===== src/rtl/feedback_stream_packer.sv =====
// -----------------------------------------------------------------------------
// feedback_stream_packer
//
// Purpose:
//   Downstream sink for the kernel1/kernel2 feedback top. It takes the 1-bit
//   result stream (n4_w) and throws away the first SKIP enabled bits, which are
//   the feedback-loop fill latency. It then packs the remaining bits LSB-first
//   into WIDTH-bit words. Completed words go into a DEPTH-entry
//   first-word-fall-through FIFO, which the HIL host/collector drains over a
//   ready/valid interface.
//
// Parameters:
//   WIDTH  bits per packed word (>= 2)
//   SKIP   enabled cycles discarded after reset (0 allowed)
//   DEPTH  FIFO depth in words (power of 2, >= 2)
//
// Ports:
//   clock       system clock, all logic on the rising edge
//   reset       synchronous, active-high reset
//   w           result bit from the feedback top
//   enable      bit qualifier; w is sampled only when 1
//   out_data    FIFO head word (0 after reset, holds last value when empty)
//   out_valid   FIFO non-empty
//   out_ready   consumer accepts the head word
//   count       FIFO occupancy
//   overflow    sticky flag: a completed word was dropped because FIFO was full
//   clear_ovf   clears overflow (a simultaneous drop wins)
//   out_parity  XOR of the head word bits (only with the parity macro)
//
// Optional feature:
//   Define FEEDBACK_STREAM_PACKER_PARITY_EN to add out_parity. The parity bit
//   is computed when a word is pushed and is stored next to that word in the
//   FIFO.
// -----------------------------------------------------------------------------
module feedback_stream_packer #(
    parameter int WIDTH = 8,
    parameter int SKIP  = 2,
    parameter int DEPTH = 4
) (
    input  logic                       clock,
    input  logic                       reset,
    input  logic                       w,
    input  logic                       enable,
    output logic [WIDTH-1:0]           out_data,
    output logic                       out_valid,
`ifdef FEEDBACK_STREAM_PACKER_PARITY_EN
    output logic                       out_parity,
`endif
    input  logic                       out_ready,
    output logic [$clog2(DEPTH+1)-1:0] count,
    output logic                       overflow,
    input  logic                       clear_ovf
);

    // -------------------------------------------------------------------------
    // Local parameters and types
    // -------------------------------------------------------------------------
    localparam int CW  = $clog2(DEPTH + 1);               // occupancy width
    localparam int PW  = $clog2(DEPTH);                   // pointer width
    localparam int BW  = $clog2(WIDTH);                   // bit-counter width
    localparam int SKW = (SKIP > 0) ? $clog2(SKIP + 1) : 1;

`ifdef FEEDBACK_STREAM_PACKER_PARITY_EN
    localparam int EW = WIDTH + 1;                         // {parity, word}
`else
    localparam int EW = WIDTH;
`endif

    localparam logic [SKW-1:0] SKIP_LAST = SKW'(SKIP - 1);
    localparam logic [BW-1:0]  BIT_LAST  = BW'(WIDTH - 1);
    localparam logic [CW-1:0]  COUNT_MAX = CW'(DEPTH);

    typedef enum logic {
        ST_WARMUP = 1'b0,
        ST_PACK   = 1'b1
    } state_t;

    // -------------------------------------------------------------------------
    // Packer state
    // -------------------------------------------------------------------------
    state_t           r_state;
    logic [SKW-1:0]   r_skip_cnt;
    logic [BW-1:0]    r_bitcnt;
    // Only the lower WIDTH-1 bits are stored. The final bit goes straight
    // from w into the pushed word.
    logic [WIDTH-2:0] r_shift;

    logic             w_push;
    logic [WIDTH-1:0] w_word;
    logic [EW-1:0]    w_entry;

    // -------------------------------------------------------------------------
    // FIFO state
    // -------------------------------------------------------------------------
    logic [EW-1:0]    r_mem [DEPTH];
    logic [PW-1:0]    r_wptr;
    logic [PW-1:0]    r_rptr;
    logic [CW-1:0]    r_count;
    logic             r_valid;
    logic [EW-1:0]    r_head;
    logic             r_ovf;

    logic             w_pop;
    logic             w_full;
    logic             w_wr;
    logic             w_drop;
    logic [PW-1:0]    w_rptr_next;
    logic [CW-1:0]    w_remain;
    logic [CW-1:0]    w_count_next;
    logic [EW-1:0]    w_head_next;

    // -------------------------------------------------------------------------
    // Word assembly
    // -------------------------------------------------------------------------
    // The word completes on the enabled PACK cycle that samples bit WIDTH-1.
    // It is pushed at that same edge, so there is no extra register stage.
    assign w_push = (r_state == ST_PACK) && enable && (r_bitcnt == BIT_LAST);
    assign w_word = {w, r_shift};

`ifdef FEEDBACK_STREAM_PACKER_PARITY_EN
    assign w_entry = {^w_word, w_word};
`else
    assign w_entry = w_word;
`endif

    // Warm-up / pack FSM. enable=0 freezes every register in this block.
    // NOTE: sequential state is written with non-blocking (<=) assignments, so
    // every register here samples pre-edge values no matter the statement order.
    always_ff @(posedge clock) begin
        if (reset) begin
            r_state    <= (SKIP == 0) ? ST_PACK : ST_WARMUP;
            r_skip_cnt <= '0;
            r_bitcnt   <= '0;
            r_shift    <= '0;
        end else if (enable) begin
            case (r_state)
                ST_WARMUP: begin
                    // w is ignored while the feedback loop fills.
                    r_skip_cnt <= r_skip_cnt + SKW'(1);
                    if (r_skip_cnt == SKIP_LAST) begin
                        r_state <= ST_PACK;
                    end
                end
                ST_PACK: begin
                    // The first data bit lands in bit 0 (LSB-first).
                    for (int i = 0; i < WIDTH - 1; i++) begin
                        if (r_bitcnt == BW'(i)) begin
                            r_shift[i] <= w;
                        end
                    end
                    // Wrap with no bubble: the next enabled cycle is bit 0.
                    if (r_bitcnt == BIT_LAST) begin
                        r_bitcnt <= '0;
                    end else begin
                        r_bitcnt <= r_bitcnt + BW'(1);
                    end
                end
                default: begin
                    r_state <= ST_WARMUP;
                end
            endcase
        end
    end

    // -------------------------------------------------------------------------
    // FIFO control
    // -------------------------------------------------------------------------
    assign w_pop  = r_valid && out_ready;
    assign w_full = (r_count == COUNT_MAX);
    // A push into a full FIFO succeeds only if the head leaves in the same cycle.
    assign w_wr   = w_push && (!w_full || w_pop);
    assign w_drop = w_push && w_full && !w_pop;

    // The head word and valid flag are registered. They are loaded with what
    // the FIFO will present after this edge: the next stored entry if one
    // remains after a pop, otherwise the word being pushed into an empty FIFO.
    // NOTE: every signal driven in this always_comb gets a default first, so no
    // path can leave it unassigned and infer a latch.
    always_comb begin
        w_count_next = r_count;
        w_rptr_next  = r_rptr;
        w_remain     = r_count;
        w_head_next  = r_head;

        if (w_wr && !w_pop) begin
            w_count_next = r_count + CW'(1);
        end else if (!w_wr && w_pop) begin
            w_count_next = r_count - CW'(1);
        end

        if (w_pop) begin
            w_rptr_next = r_rptr + PW'(1);
            w_remain    = r_count - CW'(1);
        end

        if (w_remain != '0) begin
            w_head_next = r_mem[w_rptr_next];
        end else if (w_wr) begin
            w_head_next = w_entry;
        end
    end

    // NOTE: the storage array is not reset. Validity comes from the pointers
    // and count, so clearing the array would add reset fan-out and buy nothing.
    always_ff @(posedge clock) begin
        if (w_wr) begin
            r_mem[r_wptr] <= w_entry;
        end
    end

    always_ff @(posedge clock) begin
        if (reset) begin
            r_wptr  <= '0;
            r_rptr  <= '0;
            r_count <= '0;
            r_valid <= 1'b0;
            r_head  <= '0;
            r_ovf   <= 1'b0;
        end else begin
            if (w_wr) begin
                r_wptr <= r_wptr + PW'(1);
            end
            r_rptr  <= w_rptr_next;
            r_count <= w_count_next;
            r_valid <= (w_count_next != '0);
            r_head  <= w_head_next;
            // A drop in the same cycle as clear_ovf leaves the flag set.
            if (w_drop) begin
                r_ovf <= 1'b1;
            end else if (clear_ovf) begin
                r_ovf <= 1'b0;
            end
        end
    end

    // -------------------------------------------------------------------------
    // Outputs
    // -------------------------------------------------------------------------
    assign out_data  = r_head[WIDTH-1:0];
    assign out_valid = r_valid;
    assign count     = r_count;
    assign overflow  = r_ovf;

`ifdef FEEDBACK_STREAM_PACKER_PARITY_EN
    assign out_parity = r_head[WIDTH];
`endif

endmodule

===== config.mk =====
export PLATFORM = sky130hd
export DESIGN_NAME = feedback_stream_packer
export DESIGN_NICKNAME = d
export VERILOG_FILES = /design/src/rtl/feedback_stream_packer.sv
export SDC_FILE = /design/constraint.sdc
export NUM_CORES = 1
export LEC_CHECK = 0
export CAP_MARGIN = 10
export CORE_AREA = 5 5 82 114
export CTS_CLUSTER_SIZE = 28
export DETAILED_ROUTE_END_ITERATION = 7
export DIE_AREA = 0 0 87 119
export GPL_TIMING_DRIVEN = 0
export PLACE_DENSITY = 0.53
export SYNTH_ARGS = -nofsm -noshare
export SYNTH_HDL_FRONTEND = slang
export SYNTH_SLANG_ARGS = --single-unit

===== constraint.sdc =====
create_clock -name clock -period 2.3 [get_ports clock]
set_input_delay 0.69 -clock clock [delete_from_list [all_inputs] [get_ports clock]]
set_output_delay 0.69 -clock clock [all_outputs]
set_load 0.02 [all_outputs]

# After elaboration in Yosys (flattened, before gate mapping)
# Memories as Yosys holds them, arrays and structs flattened.
# Index checks and enable logic that the tools add are counted.
# totals
elab_cells,72
n_memories,1
output_inout_bits,13
ramBits,32
reg_bits,30
input_bits,6
# op_classes
bitwise_logic,1
n_eq_ne,9
n_addsub,6
reduce_logical,26
n_mux,13
# mem_list
memory,depth,word_bits,read_ports,rd_clocked_by_memory_dff,wr,line_no,rtl
r_mem,4,8,1,0,1,95,logic [EW-1:0] r_mem [DEPTH];
# ops
cell,count
3-bit AND reduction,7
8-bit two-way mux,2
"3-bit equality test, second input constant",5
3-bit two-way mux,4
1-bit logical AND,8
"2-bit by 1-bit adder with 2-bit output, second input constant",3
"3-bit by 1-bit adder with 3-bit output, second input constant",2
"3-bit by 2-bit equality test with 1-bit output, second input constant",2
1-bit two-way mux,6
3-bit nonzero test,2
2-bit AND reduction,2
2-bit nonzero test,2
"3-bit by 1-bit equality test with 1-bit output, second input constant",1
1-bit zero test,3
3-bit zero test,1
"3-bit by 1-bit subtractor with 3-bit output, second input constant",1
"2-bit by 1-bit equality test with 1-bit output, second input constant",1
2-bit two-way mux,1
1-bit logical OR,1
1-bit NOT,1

# Depth between registers and ports, before layout
# logic_depth
word_depth,9
depth_mapped,8
ltp_nobuf,6

# Worst setup path after synthesis
# Ideal clock, no wire load.
# synth_path
path_type,input port to flip-flop
startpoint,in enable
endpoint,reg r_valid (netlist: out_valid)
path_stages,6
arrival_time_ns,1.926
setup_ns,0.127
n_path_buf,2
path_slack_ns,0.247
cell_sequence,buf_4 > and3_1 > buf_6 > mux2i_1 > mux2_4 > or3_1
# synth_between
elab_chain_cells,8
# synth_rtl
element,line_no,rtl
from (decl),43,"input logic enable,"
1-bit logical AND (*) (2 in a row),117,assign w_push = (r_state == ST_PACK) && enable && (r_bitcnt == BIT_LAST);
1-bit logical AND (*),171,assign w_wr = w_push && (!w_full || w_pop);
1-bit zero test,187,end else if (!w_wr && w_pop) begin
1-bit logical AND,187,
3-bit two-way mux,187,
3-bit two-way mux (*),185,if (w_wr && !w_pop) begin
3-bit nonzero test (*),225,r_valid <= (w_count_next != '0);
to (signal assigned),225,
to (decl),99,logic r_valid;
# Mark *: on every way between the ends. The rest lies on a longest branch, timed or not.
# A chain may end at the register's enable or synchronous reset.

# Worst setup path after layout
# layout_path
startpoint,reg r_bitcnt[1]
endpoint,reg r_valid (netlist: out_valid)
# layout_between
elab_chain_cells,8
# layout_rtl
element,line_no,rtl
from (decl),83,logic [BW-1:0] r_bitcnt;
from (signal assigned),155,r_bitcnt <= r_bitcnt + BW'(1);
3-bit equality test (*),117,
1-bit logical AND (*),117,
1-bit logical AND (*),171,
1-bit zero test,187,
1-bit logical AND,187,
3-bit two-way mux,187,
3-bit two-way mux (*),185,
3-bit nonzero test (*),225,
# Marks and branches as above.

==> impl_metrics.toml <==
[grt]
grtUsageTotal = 0.181
grt_pass1_vias = 2500
grt_first_pass_wirelength_um = 13900
met2_usage = 0.298
antenna_found_initial = 0
globalRouteMet1Util = 0.223
grt_max_degree = 11
overflow = 0
grt_use_met3 = 0.0325
grt.busiest_layer = "met2"

[outcome]
outcome = "finished clean"

[final_layout]
mostFrequentLayoutCells = "40 x nand2_1, 32 x edfxtp_1, 29 x dfxtp_1"
syn2layout_area_growth_pct = 20.7
nFillCells = 782
num-nets-final = 360
utilization = 0.470
final_cells = 447
drive_gt1_frac = 0.125
final_common_cell = "nand2_1"
antenna_cells = 0

[sta]
finalClockSkew_ps = 6.50
setup_viol = 0
tns_ps = 0
hold_viol = 0
finalMaxSlewViolations = 0
slew_headroom = 0.537
fmax_ghz = 0.467
finalCritPeriodShare = 0.932
rsz0062_at_grt = "no"
min_period_ps = 2140
tightest_slew_ps = 694

[placed_design]
dpl.hpwl_um = 5730
dp_cells = 429
gp_congestion = 0.809
place.port_buffers = 17

[min_path]
holdPathEnd = "overflow$_SDFFE_PP0P_"
hold_path_depth = 2
min-delay-path-class = "reg -> reg"
min_from = "overflow$_SDFFE_PP0P_"

[clock_tree]
clk_pin_slew_ps = 50
clkLatencyLatePin_ps = 320
cts_buffers = 9
cts_tree = "built"
clock_path_buffers = 2
cts_hold_buf = 0
clkSinkCount = 62
htreeDepth = 3
cts_root_buf = "clkbuf_16"

[die]
start_util = 0.390
die_x_um = 87
dieArea_um2 = 10400
ios = 19
core-area_um2 = 8150
num_rows = 39
die_h_um = 119

[worst_setup_path]
timing.critical_path.to_type = "flip-flop"
ff2ff_path_depth = 7
timing.rr.end = "out_valid$_SDFF_PP0_"
crit_required_ps = 2510
worst_setup_path_start_kind = "flip-flop"
r2r-start = "r_bitcnt[1]$_SDFFE_PP0P_"
cp_max_fo = 7
reg2reg_slack_ps = 160
crit_type = "reg -> reg"
worst-endpoint-arrival_ps = 2350

[pwr]
p_total_mw = 4.02
leakagePower_nw = 1.51
power_density_nw_per_um2 = 1050
ir_drop_mv = 0.452

[logic_synthesis]
syn-mean-instance-area_um2 = 10.2
ys_seq_area_frac = 0.492
synth_edf_count = 32
synth_warnings = 0
async_flop_share = 0
synth_seq_cells = 62
syn_inst = 310
synth_nets = 330
ys.flop_type = "edfxtp_1"
syn_area_um2 = 3180
ys_types = 44

[drt]
dr.pass1.iters = 4
dr_total_vias = 2555
wl_per_cell_um = 19.9
drt_iter0_markers = 201
drc_errors = 0
drt_wl_total_um = 8900
vias_per_cell = 5.72
ant_nets = 0

[run]
cap_violations = 0
==> logic make-up (layout without fill, tap and decap cells) <==
kind of cell,count (synthesis),in the layout,synth area share
and+or+nand+nor,96,96,0.144
AOI/OAI and AO/OA,90,90,0.223
DFF,62,62,0.492
buffers and inverters,38,73,0.0548
adders and majority gates,14,14,0.0552
muxes,6,6,0.0205
xor gates and xnor gates,4,4,0.0110
==> layer usage <==
layer / up-vias / part of all wire
met2: 70 / 0.52
li1: 1225 / -
met4: 0 / 0.010
met5: - / 0
met1: 1254 / 0.42
met3: 6 / 0.049
==> metrics by stage <==
| step | hold WS [ps] | setup WS (ps) | instance area [um^2] |
|---|---|---|---|
| after floorplan | 465 | 247 | 3180 |
| final | 483 | 157 | 3830 |
| after detailed placement | 483 | -1150 | 3470 |
| after CTS | 495 | 57.3 | 3830 |
| after global placement | 479 | -1150 | 3470 |
| after global routing | 532 | 12.6 | 3830 |
==> critical path, cell delays in order (launching register included) <==
cell and delay, ps:
dfxtp_1 370, ha_1 200, ha_2 250, and3_1 190
buf_6 120, mux2i_1 240, mux2_4 330, or3_1 330
==> what timing repair did <==
action	4_1_cts	5_1_grt
pin swaps	2	0
setup buffers	2	0
resized for setup	18	2
setup endpoints to repair	42	9
==> cell usage after synthesis, types with 2 or more instances <==
library cell  number  area (um^2)
nand2_1           40          150
edfxtp_1          32          961
dfxtp_1           30          601
a211oi_1          26          195
a21oi_1           19         95.1
and3_1            18          113
nor2_1            15         56.3
ha_1              14          175
clkbuf_1          13         48.8
inv_1             11         41.3
a311oi_1           9         78.8
a211o_1            8         70.1
a311o_1            8         80.1
nand3_1            8         40.0
o211a_1            8         80.1
and2_1             7         43.8
buf_2              7         35.0
mux2i_1            5         50.1
buf_4              4         30.0
xnor2_1            3         26.3
o21ai_2            2         17.5
==> where the power goes <==
part,switching (mW),internal (mW)
registers,0.0756,1.25
clock network,0.458,0.858
logic,0.822,0.552
==> area by class of cell <==
| class | instances | area [um^2] | share of cell area |
|---|---|---|---|
| multi-input cells | 210 | 1480 | 0.387 |
| well taps | 102 | 128 | 0.0333 |
| clock buffers | 11 | 243 | 0.0633 |
| clock inverters | 5 | 48.8 | 0.0127 |
| inverters | 12 | 45.0 | 0.0117 |
| repair buffers | 19 | 184 | 0.0480 |
| flip-flops and latches | 62 | 1560 | 0.408 |
| plain buffers | 26 | 139 | 0.0362 |
==> flip-flops by register name, indices dropped and copies added, names as in the netlist <==
register / flops
out_valid: 1
r_bitcnt: 3
r_skip_cnt: 2
r_mem: 32
out_data: 8
r_state: 1
r_rptr: 2
count: 3
r_wptr: 2
overflow: 1
r_shift: 7
==> worst max path at each step <==
| stage | from | to | slack (ps) | depth (start not counted) |
|---|---|---|---|---|
| floorplan | enable | out_valid$_SDFF_PP0_ | 250 | 6 |
| global placement | out_ready | r_mem[2][2]$_DFFE_PP_ | -1150 | 6 |
| detailed placement | out_ready | r_mem[2][2]$_DFFE_PP_ | -1150 | 6 |
| CTS | r_bitcnt[0]$_SDFFE_PP0P_ | out_valid$_SDFF_PP0_ | 60 | 7 |
| global route | r_bitcnt[1]$_SDFFE_PP0P_ | out_valid$_SDFF_PP0_ | 10 | 7 |
| finish | r_bitcnt[1]$_SDFFE_PP0P_ | out_valid$_SDFF_PP0_ | 160 | 7 |
No activity file was read; power rests on OpenSTA's default activity.
